$ cat config.mk
export PLATFORM = sky130hd
export DESIGN_NAME = btn_debounce_pulse
export DESIGN_NICKNAME = d
export VERILOG_FILES = /design/src/rtl/btn_debounce_pulse.sv
export SDC_FILE = /design/constraint.sdc
export NUM_CORES = 1
export LEC_CHECK = 0
export ABC_AREA = 0
export CORE_MARGIN = 2
export CORE_UTILIZATION = 60
export CTS_BUF_LIST = sky130_fd_sc_hd__clkbuf_16
export DETAILED_ROUTE_END_ITERATION = 6
export HOLD_SLACK_MARGIN = 0.12
export PLACE_DENSITY = 0.78
export SLEW_MARGIN = 30
export SYNTH_ARGS = -nofsm -noshare
export SYNTH_HDL_FRONTEND = slang
export SYNTH_SLANG_ARGS = --single-unit
$ cat constraint.sdc
create_clock -name board_clk -period 2.5 [get_ports board_clk]
set_input_delay 0.625 -clock board_clk [delete_from_list [all_inputs] [get_ports board_clk]]
set_output_delay 0.625 -clock board_clk [all_outputs]
set_load 0.005 [all_outputs]
$ cat src/rtl/btn_debounce_pulse.sv
// Push-button debouncer with single-shot, auto-repeat and continuous enables.
//
// A raw, bouncing, active-high button level is synchronised and then qualified
// by a Moore FSM. One shared 26-bit counter times every phase: press
// qualification, hold-before-repeat, repeat spacing and release qualification.
//
// Parameters
//   DB_CNT   : cycles PB must stay stable to qualify a press or a release
//   HOLD_CNT : cycles held after the press before auto-repeat starts
//   RPT_CNT  : auto-repeat spacing control (pulses every RPT_CNT+1 cycles)
//   Each value must lie in 2..2^26-1.
//
// Ports
//   board_clk : system clock, rising edge
//   Reset     : synchronous, active-high reset
//   PB        : raw asynchronous push-button level
//   DPB       : debounced button level
//   SCEN      : one-cycle pulse per qualified press
//   MCEN      : pulse on press, then repeated pulses while held
//   CCEN      : high while held beyond HOLD_CNT
module btn_debounce_pulse #(
  parameter int unsigned DB_CNT   = 1_000_000,
  parameter int unsigned HOLD_CNT = 50_000_000,
  parameter int unsigned RPT_CNT  = 25_000_000
) (
  input  logic board_clk,
  input  logic Reset,
  input  logic PB,
  output logic DPB,
  output logic SCEN,
  output logic MCEN,
  output logic CCEN
);

  localparam int unsigned CntW = 26;

  localparam logic [CntW-1:0] DbLast   = CntW'(DB_CNT - 1);
  localparam logic [CntW-1:0] HoldLast = CntW'(HOLD_CNT - 1);
  localparam logic [CntW-1:0] RptLast  = CntW'(RPT_CNT - 1);

  typedef enum logic [2:0] {
    StIni,   // idle, button released
    StWq,    // waiting for press to qualify
    StScen,  // single-shot pulse
    StWh,    // waiting for hold time
    StMcen,  // repeat pulse
    StCcr,   // continuous, counting to next repeat
    StWfcr   // waiting for release to qualify
  } state_e;

  state_e          state_q, state_d;
  logic [CntW-1:0] cnt_q, cnt_d;
  logic            sync1_q, pb_s_q;

  // Two-flop synchroniser; pb_s_q is the only PB value the FSM ever sees.
  always_ff @(posedge board_clk) begin
    if (Reset) begin
      sync1_q <= 1'b0;
      pb_s_q  <= 1'b0;
      state_q <= StIni;
      cnt_q   <= '0;
    end else begin
      sync1_q <= PB;
      pb_s_q  <= sync1_q;
      state_q <= state_d;
      cnt_q   <= cnt_d;
    end
  end

  // Next state and counter. Every counting state leaves or clears the counter
  // at its terminal count, so the counter never wraps.
  always_comb begin
    state_d = state_q;
    cnt_d   = cnt_q;
    unique case (state_q)
      StIni: begin
        if (pb_s_q) begin
          state_d = StWq;
          cnt_d   = '0;
        end
      end
      StWq: begin
        if (!pb_s_q) begin
          state_d = StIni;  // glitch rejected
        end else if (cnt_q == DbLast) begin
          state_d = StScen;
        end else begin
          cnt_d = cnt_q + 1'b1;
        end
      end
      StScen: begin
        state_d = StWh;
        cnt_d   = '0;
      end
      StWh: begin
        if (!pb_s_q) begin
          state_d = StWfcr;
          cnt_d   = '0;
        end else if (cnt_q == HoldLast) begin
          state_d = StMcen;
        end else begin
          cnt_d = cnt_q + 1'b1;
        end
      end
      StMcen: begin
        state_d = StCcr;
        cnt_d   = '0;
      end
      StCcr: begin
        if (!pb_s_q) begin
          state_d = StWfcr;
          cnt_d   = '0;
        end else if (cnt_q == RptLast) begin
          state_d = StMcen;
        end else begin
          cnt_d = cnt_q + 1'b1;
        end
      end
      StWfcr: begin
        if (pb_s_q) begin
          cnt_d = '0;  // release bounced; restart the release count
        end else if (cnt_q == DbLast) begin
          state_d = StIni;
        end else begin
          cnt_d = cnt_q + 1'b1;
        end
      end
      default: begin
        state_d = StIni;
        cnt_d   = '0;
      end
    endcase
  end

  // Moore output decode from the registered state only.
  always_comb begin
    DPB  = 1'b0;
    SCEN = 1'b0;
    MCEN = 1'b0;
    CCEN = 1'b0;
    unique case (state_q)
      StIni, StWq: ;
      StScen: begin
        DPB  = 1'b1;
        SCEN = 1'b1;
        MCEN = 1'b1;
      end
      StWh, StWfcr: begin
        DPB = 1'b1;
      end
      StMcen: begin
        DPB  = 1'b1;
        MCEN = 1'b1;
        CCEN = 1'b1;
      end
      StCcr: begin
        DPB  = 1'b1;
        CCEN = 1'b1;
      end
      default: ;
    endcase
  end

endmodule
==> flow_metrics.py, run 1 <==
metrics = {
    "outcome": {
        "status": "complete, no violations",
    },
    "synthesis": {
        "ys_seq_elements": 31,
        "yosysWarnings": 0,
        "async_flop_share": 0,
        "synthDominantAreaCellType": "dfxtp_1",
        "synth_compound_gate_area_share": 0.234,
        "yosys_most_used_dff": "dfxtp_1",
        "yosysSeqAreaShare": 0.292,
        "synth.lib_cells_used.distinct": 54,
        "dominant_combinational_cell_family_by_area_after_synthesis": "simple AND/OR/NAND/NOR gates",
        "synth_area_sq_um": 2130,
        "postSynthNetCount": 282,
        "post_synth_xor_area_fraction": 0.0165,
        "syn_avg_cell_area_sq_um": 7.65,
        "synthesis.instances": 278,
        "yosys.area_share.adder": 0.0106,
        "synth.area.top_cells": "dfxtp_1 (29%), a21oi_1 (5.2%), nor2_1 (4.8%)",
        "yosys.area.top_type_share": 0.292,
        "synth-edff-count": 0,
        "synth.area.mux_share": 0,
        "post_synth_and_or_nand_nor_area_fraction": 0.386,
    },
    "run": {
        "max-cap-violations": 0,
    },
    "final_layout": {
        "count_of_antenna_diodes_in_the_layout": 0,
        "drive_above_1_share": 0.173,
        "post-route-cell-area_sq_um": 2540,
        "fin_cells": 346,
        "final_nets": 303,
        "areaGrowthSynthToFinish_pct": 19.4,
    },
    "worst_setup_path": {
        "worstRegToRegCells": 8,
        "slowest_stage_cell_on_the_critical_path": "nor4b_1",
        "regToRegSetupSlack_ns": 0.13,
        "start_kind": "flop",
        "critPathRequiredTime_ns": 2.66,
        "timing.critical_path.max_delay_family": "simple AND/OR/NAND/NOR gates",
        "path_cells": "ha_1, nor4b_1, and4_1, buf_4, nand4_1, and2_2, a41oi_1, a211oi_1",
        "crit-reg2reg-capture": "cnt_q[5]$_SDFFE_PP0P_",
        "end_kind": "flop",
        "reg2reg_from": "cnt_q[1]$_SDFFE_PP0P_",
        "critPathKind": "reg -> reg",
        "worst-endpoint-arrival_ns": 2.53,
        "crit_buf_inv": 1,
        "worst-path-max-fanout": 16,
        "cpPeakStageDelay_ns": 0.37,
    },
    "timing": {
        "slew_viol_final": 0,
        "final.min_clock_period_ns": 2.37,
        "slew_headroom": 0.595,
        "fmax_ghz": 0.422,
        "final_sum_of_negative_setup_slack_ns": 0,
        "rsz_0062_raised_after_global_routing": "false",
        "post-route-period-util": 0.948,
        "pin_slew_with_the_least_headroom_to_its_limit_ns": 0.604,
        "fin_skew_ns": 0.00322,
        "timing.final.setup_violations": 0,
        "timing_hold_violations_final": 0,
    },
    "cts": {
        "tritoncts.num_buffers": 5,
        "cts.root.buffer_cell": "clkbuf_16",
        "postCtsSetupBuffers": 0,
        "cts_max_path_buffers": 2,
        "cts_tree": "done",
        "clock_insertion_delay_at_the_later_pin_of_the_skew_report_ns": 0.28,
        "cts.reportedPaths.clkPinSlew_ns": 0.05,
        "cts.sink_count": 31,
        "htree_num_levels": 2,
        "cts_repair_resize_count": 1,
        "hold_buffers": 0,
    },
    "die": {
        "fp.dieArea_sq_um": 4040,
        "coreArea_sq_um": 3360,
        "start_util": 0.632,
        "die_h_microns": 63.5,
        "rows": 21,
        "die-width_microns": 63.5,
        "ios": 7,
    },
    "routing": {
        "maxUsedRoutingLayer": "met4",
        "drc_errors": 0,
        "antenna_violation_net_count_after_detailed_routing": 0,
        "wl_met1_mm": 2.64,
        "dr.pass1.iters": 5,
        "totalWireLength_mm": 6.09,
        "routed-wl-met3_microns": 473,
        "wire_per_inst_microns": 17.6,
        "avgViaCountPerCell": 6.58,
        "dr_total_vias": 2275,
        "initialDrtViolationCount": 243,
        "met2WireLength_mm": 2.83,
    },
    "min_path": {
        "hold_path_startpoint": "sync1_q$_SDFF_PP0_",
        "hold_path_end": "pb_s_q$_SDFF_PP0_",
        "timing.hold.worst_path_depth": 1,
        "worst_hold_path_type": "reg -> reg",
    },
    "global_routing": {
        "grt_pass1_vias": 2189,
        "grt_first_pass_wirelength_mm": 10.5,
        "globalRouteTotalUtil": 0.329,
        "grt-ovfl-total": 0,
        "maximum_number_of_pins_on_one_net_before_global_route_repair": 37,
        "grt_antenna_before_repair": 0,
    },
    "placed_design": {
        "hpwl_mm": 4.19,
        "numPortBuffers": 6,
        "placed_cells_incl_taps": 338,
        "globalplace.congestion": 0.931,
        "cell_area_after_placement_sq_um": 2360,
    },
    "pwr": {
        "vdd_ir_drop_max_mv": 0.404,
        "power.leakage_nw": 0.819,
        "power-per-cell-area_nw_per_um2": 494,
    },
}
cell type report:
class | count | area [sq um]
multi-input cells | 220 | 1390
fillers | 275 | 825
flip-flops and latches | 31 | 621
repair buffers | 34 | 283
clock buffers | 5 | 125
well taps | 46 | 57.6
clock inverters | 3 | 38.8
inverters | 7 | 26.3
routing by layer:
| layer | track usage | vias up |
|---|---|---|
| met1 | 0.424 | 1055 |
| met5 | 0 | - |
| met2 | 0.534 | 111 |
| met4 | 0.0951 | 0 |
| li1 | - | 1091 |
| met3 | 0.0946 | 18 |
registers in the layout (all words and copies together), names as in the netlist:
signal and cells:
pb_s_q 1, sync1_q 1, cnt_q 26, state_q 3
where the power goes:
group / internal [mW] / switching [mW] / leakage, nW
registers: 0.497 / 0.00239 / 0.250
logic: 0.0276 / 0.0415 / 0.488
clock network: 0.464 / 0.222 / 0.0812
cells in the final DEF (no fill, tap or decap), types with 4 or more instances in the layout:
| cell type | instances |
|---|---|
| dfxtp_1 | 31 |
| nor2_1 | 27 |
| buf_4 | 27 |
| nand2_1 | 25 |
| a21oi_1 | 22 |
| o21ai_0 | 15 |
| nor3_1 | 14 |
| nand4_1 | 11 |
| nand3_1 | 10 |
| inv_1 | 7 |
| a31oi_1 | 7 |
| nor4_1 | 6 |
| a211oi_1 | 6 |
| clkdlybuf4s50_1 | 6 |
| clkbuf_16 | 5 |
| xnor2_1 | 4 |
| nor4b_1 | 4 |
| and2_1 | 4 |
| nand3b_1 | 4 |
| nand4b_1 | 4 |
| a41oi_1 | 4 |
cell families (layout without fill, tap and decap cells):
logic type	Yosys count	in the layout
AOI/OAI and AO/OA	74	74
xor gates and xnor gates	4	4
adders and majority gates	2	2
buffers and inverters	27	49
DFF	31	31
and+or+nand+nor	140	140
worst max path at each step:
| stage | start | endpoint | cells after the start |
|---|---|---|---|
| floorplan | cnt_q[0]$_SDFFE_PP0P_ | cnt_q[7]$_SDFFE_PP0P_ | 9 |
| global route | cnt_q[1]$_SDFFE_PP0P_ | cnt_q[3]$_SDFFE_PP0P_ | 9 |
| CTS | cnt_q[0]$_SDFFE_PP0P_ | cnt_q[5]$_SDFFE_PP0P_ | 8 |
| global placement | cnt_q[0]$_SDFFE_PP0P_ | cnt_q[6]$_SDFFE_PP0P_ | 8 |
| detailed placement | cnt_q[0]$_SDFFE_PP0P_ | cnt_q[6]$_SDFFE_PP0P_ | 8 |
| finish | cnt_q[1]$_SDFFE_PP0P_ | cnt_q[5]$_SDFFE_PP0P_ | 8 |
cells in the mapped netlist, types with 7 or more instances:
cell      count
clkbuf_1      8
a31oi_1       7
dfxtp_1      31
nor2_1       27
o21ai_0      15
nand4_1      11
a21oi_1      22
inv_1         7
nand3_1      10
nor3_1       14
nand2_1      25
buf_2         7
per-stage QoR:
stage / total power [mW] / setup WS [ns] / hold WS, ns / utilization
4_1_cts: 1.26 / 0.0397 / 0.454 / 0.754
5_1_grt: 1.29 / 0.000447 / 0.468 / 0.755
2_1_floorplan: 0.553 / 0.545 / 0.414 / -
6_report: 1.25 / 0.129 / 0.453 / 0.755
3_5_place_dp: 0.577 / 0.0259 / 0.436 / 0.703
3_3_place_gp: 0.576 / 0.0597 / 0.416 / 0.703
(Power assumes the default switching activity.)
==> run 2: changes to the inputs <==
--- a/config.mk
+++ b/config.mk
@@ -12,6 +12,7 @@
 export DETAILED_ROUTE_END_ITERATION = 6
 export HOLD_SLACK_MARGIN = 0.12
 export PLACE_DENSITY = 0.78
+export RECOVER_POWER = 100
 export SLEW_MARGIN = 30
 export SYNTH_ARGS = -nofsm -noshare
 export SYNTH_HDL_FRONTEND = slang
==> run 2 against run 1 <==
Effect of this change:
- routed wire length up 0.25%
- first-iteration DRC count up 6.6%
- register-to-register slack barely moved
- cell area fell by 0.34%
- via count up 0.70%
- clock-buffer cell count unchanged
- combinational power down 2%
- critical path depth is the same
- hold slack about the same
- core utilization decreased by 0.26 points
- sequential cell count unchanged
- critical endpoint unchanged
- largest cell class unchanged
==> flow_metrics.py, run 2 (synthesis gave the netlist of run 1 again) <==
metrics = {
    "min_path": {
        "worst_hold_path_type": "reg -> reg",
    },
    "routing": {
        "drc_errors": 0,
        "dr_total_vias": 2291,
        "totalWireLength_mm": 6.11,
        "dr.pass1.iters": 6,
        "avgViaCountPerCell": 6.62,
        "antenna_violation_net_count_after_detailed_routing": 0,
        "initialDrtViolationCount": 259,
        "wire_per_inst_microns": 17.7,
    },
    "timing": {
        "fin_skew_ns": 0.00322,
        "timing.final.setup_violations": 0,
        "post-route-period-util": 0.951,
        "final_sum_of_negative_setup_slack_ns": 0,
        "fmax_ghz": 0.421,
        "rsz_0062_raised_after_global_routing": "false",
        "pin_slew_with_the_least_headroom_to_its_limit_ns": 0.618,
        "slew_headroom": 0.586,
        "final.min_clock_period_ns": 2.38,
        "timing_hold_violations_final": 0,
        "slew_viol_final": 0,
    },
    "die": {
        "rows": 21,
        "die_h_microns": 63.5,
        "coreArea_sq_um": 3360,
        "die-width_microns": 63.5,
        "start_util": 0.632,
        "ios": 7,
        "fp.dieArea_sq_um": 4040,
    },
    "outcome": {
        "status": "complete, no violations",
    },
    "worst_setup_path": {
        "critPathRequiredTime_ns": 2.66,
        "start_kind": "flop",
        "critPathKind": "reg -> reg",
        "worst-endpoint-arrival_ns": 2.54,
        "end_kind": "flop",
        "worst-path-max-fanout": 16,
    },
    "pwr": {
        "power.leakage_nw": 0.824,
        "power-per-cell-area_nw_per_um2": 496,
        "vdd_ir_drop_max_mv": 0.405,
    },
    "cts": {
        "cts.reportedPaths.clkPinSlew_ns": 0.05,
        "tritoncts.num_buffers": 5,
        "cts.root.buffer_cell": "clkbuf_16",
        "htree_num_levels": 2,
        "cts_tree": "done",
        "cts.sink_count": 31,
        "clock_insertion_delay_at_the_later_pin_of_the_skew_report_ns": 0.28,
        "hold_buffers": 0,
        "cts_max_path_buffers": 2,
    },
    "final_layout": {
        "areaGrowthSynthToFinish_pct": 18.9,
        "register_with_the_most_flip_flops": "cnt_q",
        "drive_above_1_share": 0.167,
        "most_common_cell_after_layout_fill_and_taps_aside": "dfxtp_1",
        "flip_flop_count_of_the_largest_register_all_copies_and_words_added": 26,
        "layout_common_cells": "dfxtp_1 (31), nor2_1 (27), nand2_1 (26)",
        "count_of_antenna_diodes_in_the_layout": 0,
        "sequential_cell_area_sq_um": 621,
        "fillers": 277,
        "fin_cells": 346,
        "final_nets": 303,
        "reg.largest.list": "cnt_q (26), state_q (3)",
        "multi_input_comb_area_sq_um": 1390,
    },
    "global_routing": {
        "grt-ovfl-total": 0,
        "grt_first_pass_wirelength_mm": 10.5,
        "grt_pass1_vias": 2189,
        "grt_antenna_before_repair": 0,
        "globalRouteTotalUtil": 0.329,
        "maximum_number_of_pins_on_one_net_before_global_route_repair": 37,
    },
    "placed_design": {
        "globalplace.congestion": 0.931,
        "numPortBuffers": 6,
        "placed_cells_incl_taps": 338,
        "hpwl_mm": 4.19,
    },
    "run": {
        "max-cap-violations": 0,
    },
}
## run 2: per-layer routing
layer  GRT usage  vias up  wire [microns]
met4      0.0951        0             187
met2       0.534      116            2780
li1            -     1090               -
met5           0        -               0
met1       0.424     1061            2620
met3      0.0946       24             516
## run 2: final cells by class
| cell class | instances | share of cell area |
|---|---|---|
| multi-input cells | 220 | 0.547 |
| flip-flops and latches | 31 | 0.245 |
| repair buffers | 34 | 0.109 |
| clock buffers | 5 | 0.0495 |
| well taps | 46 | 0.0227 |
| clock inverters | 3 | 0.0153 |
| inverters | 7 | 0.0104 |
## run 2: power breakdown
| group | switching [mW] | internal [mW] |
|---|---|---|
| clock network | 0.223 | 0.464 |
| registers | 0.00243 | 0.497 |
| logic | 0.0416 | 0.0265 |
## run 2: final timing paths
| path | from | to | slack, ns | depth (start not counted) |
|---|---|---|---|---|
| hold reg to reg | sync1_q$_SDFF_PP0_ | pb_s_q$_SDFF_PP0_ | 0.45 | 1 |
| setup / recovery | cnt_q[1]$_SDFFE_PP0P_ | cnt_q[5]$_SDFFE_PP0P_ | 0.12 | 8 |
| setup reg to reg | cnt_q[1]$_SDFFE_PP0P_ | cnt_q[5]$_SDFFE_PP0P_ | 0.12 | 8 |
| hold / removal | sync1_q$_SDFF_PP0_ | pb_s_q$_SDFF_PP0_ | 0.45 | 1 |
## run 2: through the flow
stage / power (mW) / utilization / cell area (sq um) / setup slack, ns / hold WS [ns]
6_report: 1.25 / 0.752 / 2530 / 0.123 / 0.453
5_1_grt: 1.28 / 0.752 / 2530 / 0.000397 / 0.468
3_3_place_gp: 0.576 / 0.703 / 2360 / 0.0597 / 0.416
3_5_place_dp: 0.577 / 0.703 / 2360 / 0.0259 / 0.436
2_1_floorplan: 0.553 / - / 2130 / 0.545 / 0.414
4_1_cts: 1.26 / 0.754 / 2540 / 0.0397 / 0.454
## run 2: worst max-delay path, stage by stage, from the launching register on
cell      delay [ns]
dfxtp_1         0.34
ha_1            0.23
nor4b_1         0.37
and4_1          0.31
buf_4           0.13
nand4_1         0.14
and2_2          0.35
a41oi_1         0.29
a211oi_1        0.09
## run 2: what timing repair did
action	CTS	global route
gates resized for setup	1	1
setup buffers	0	0
setup endpoints to repair	1	8
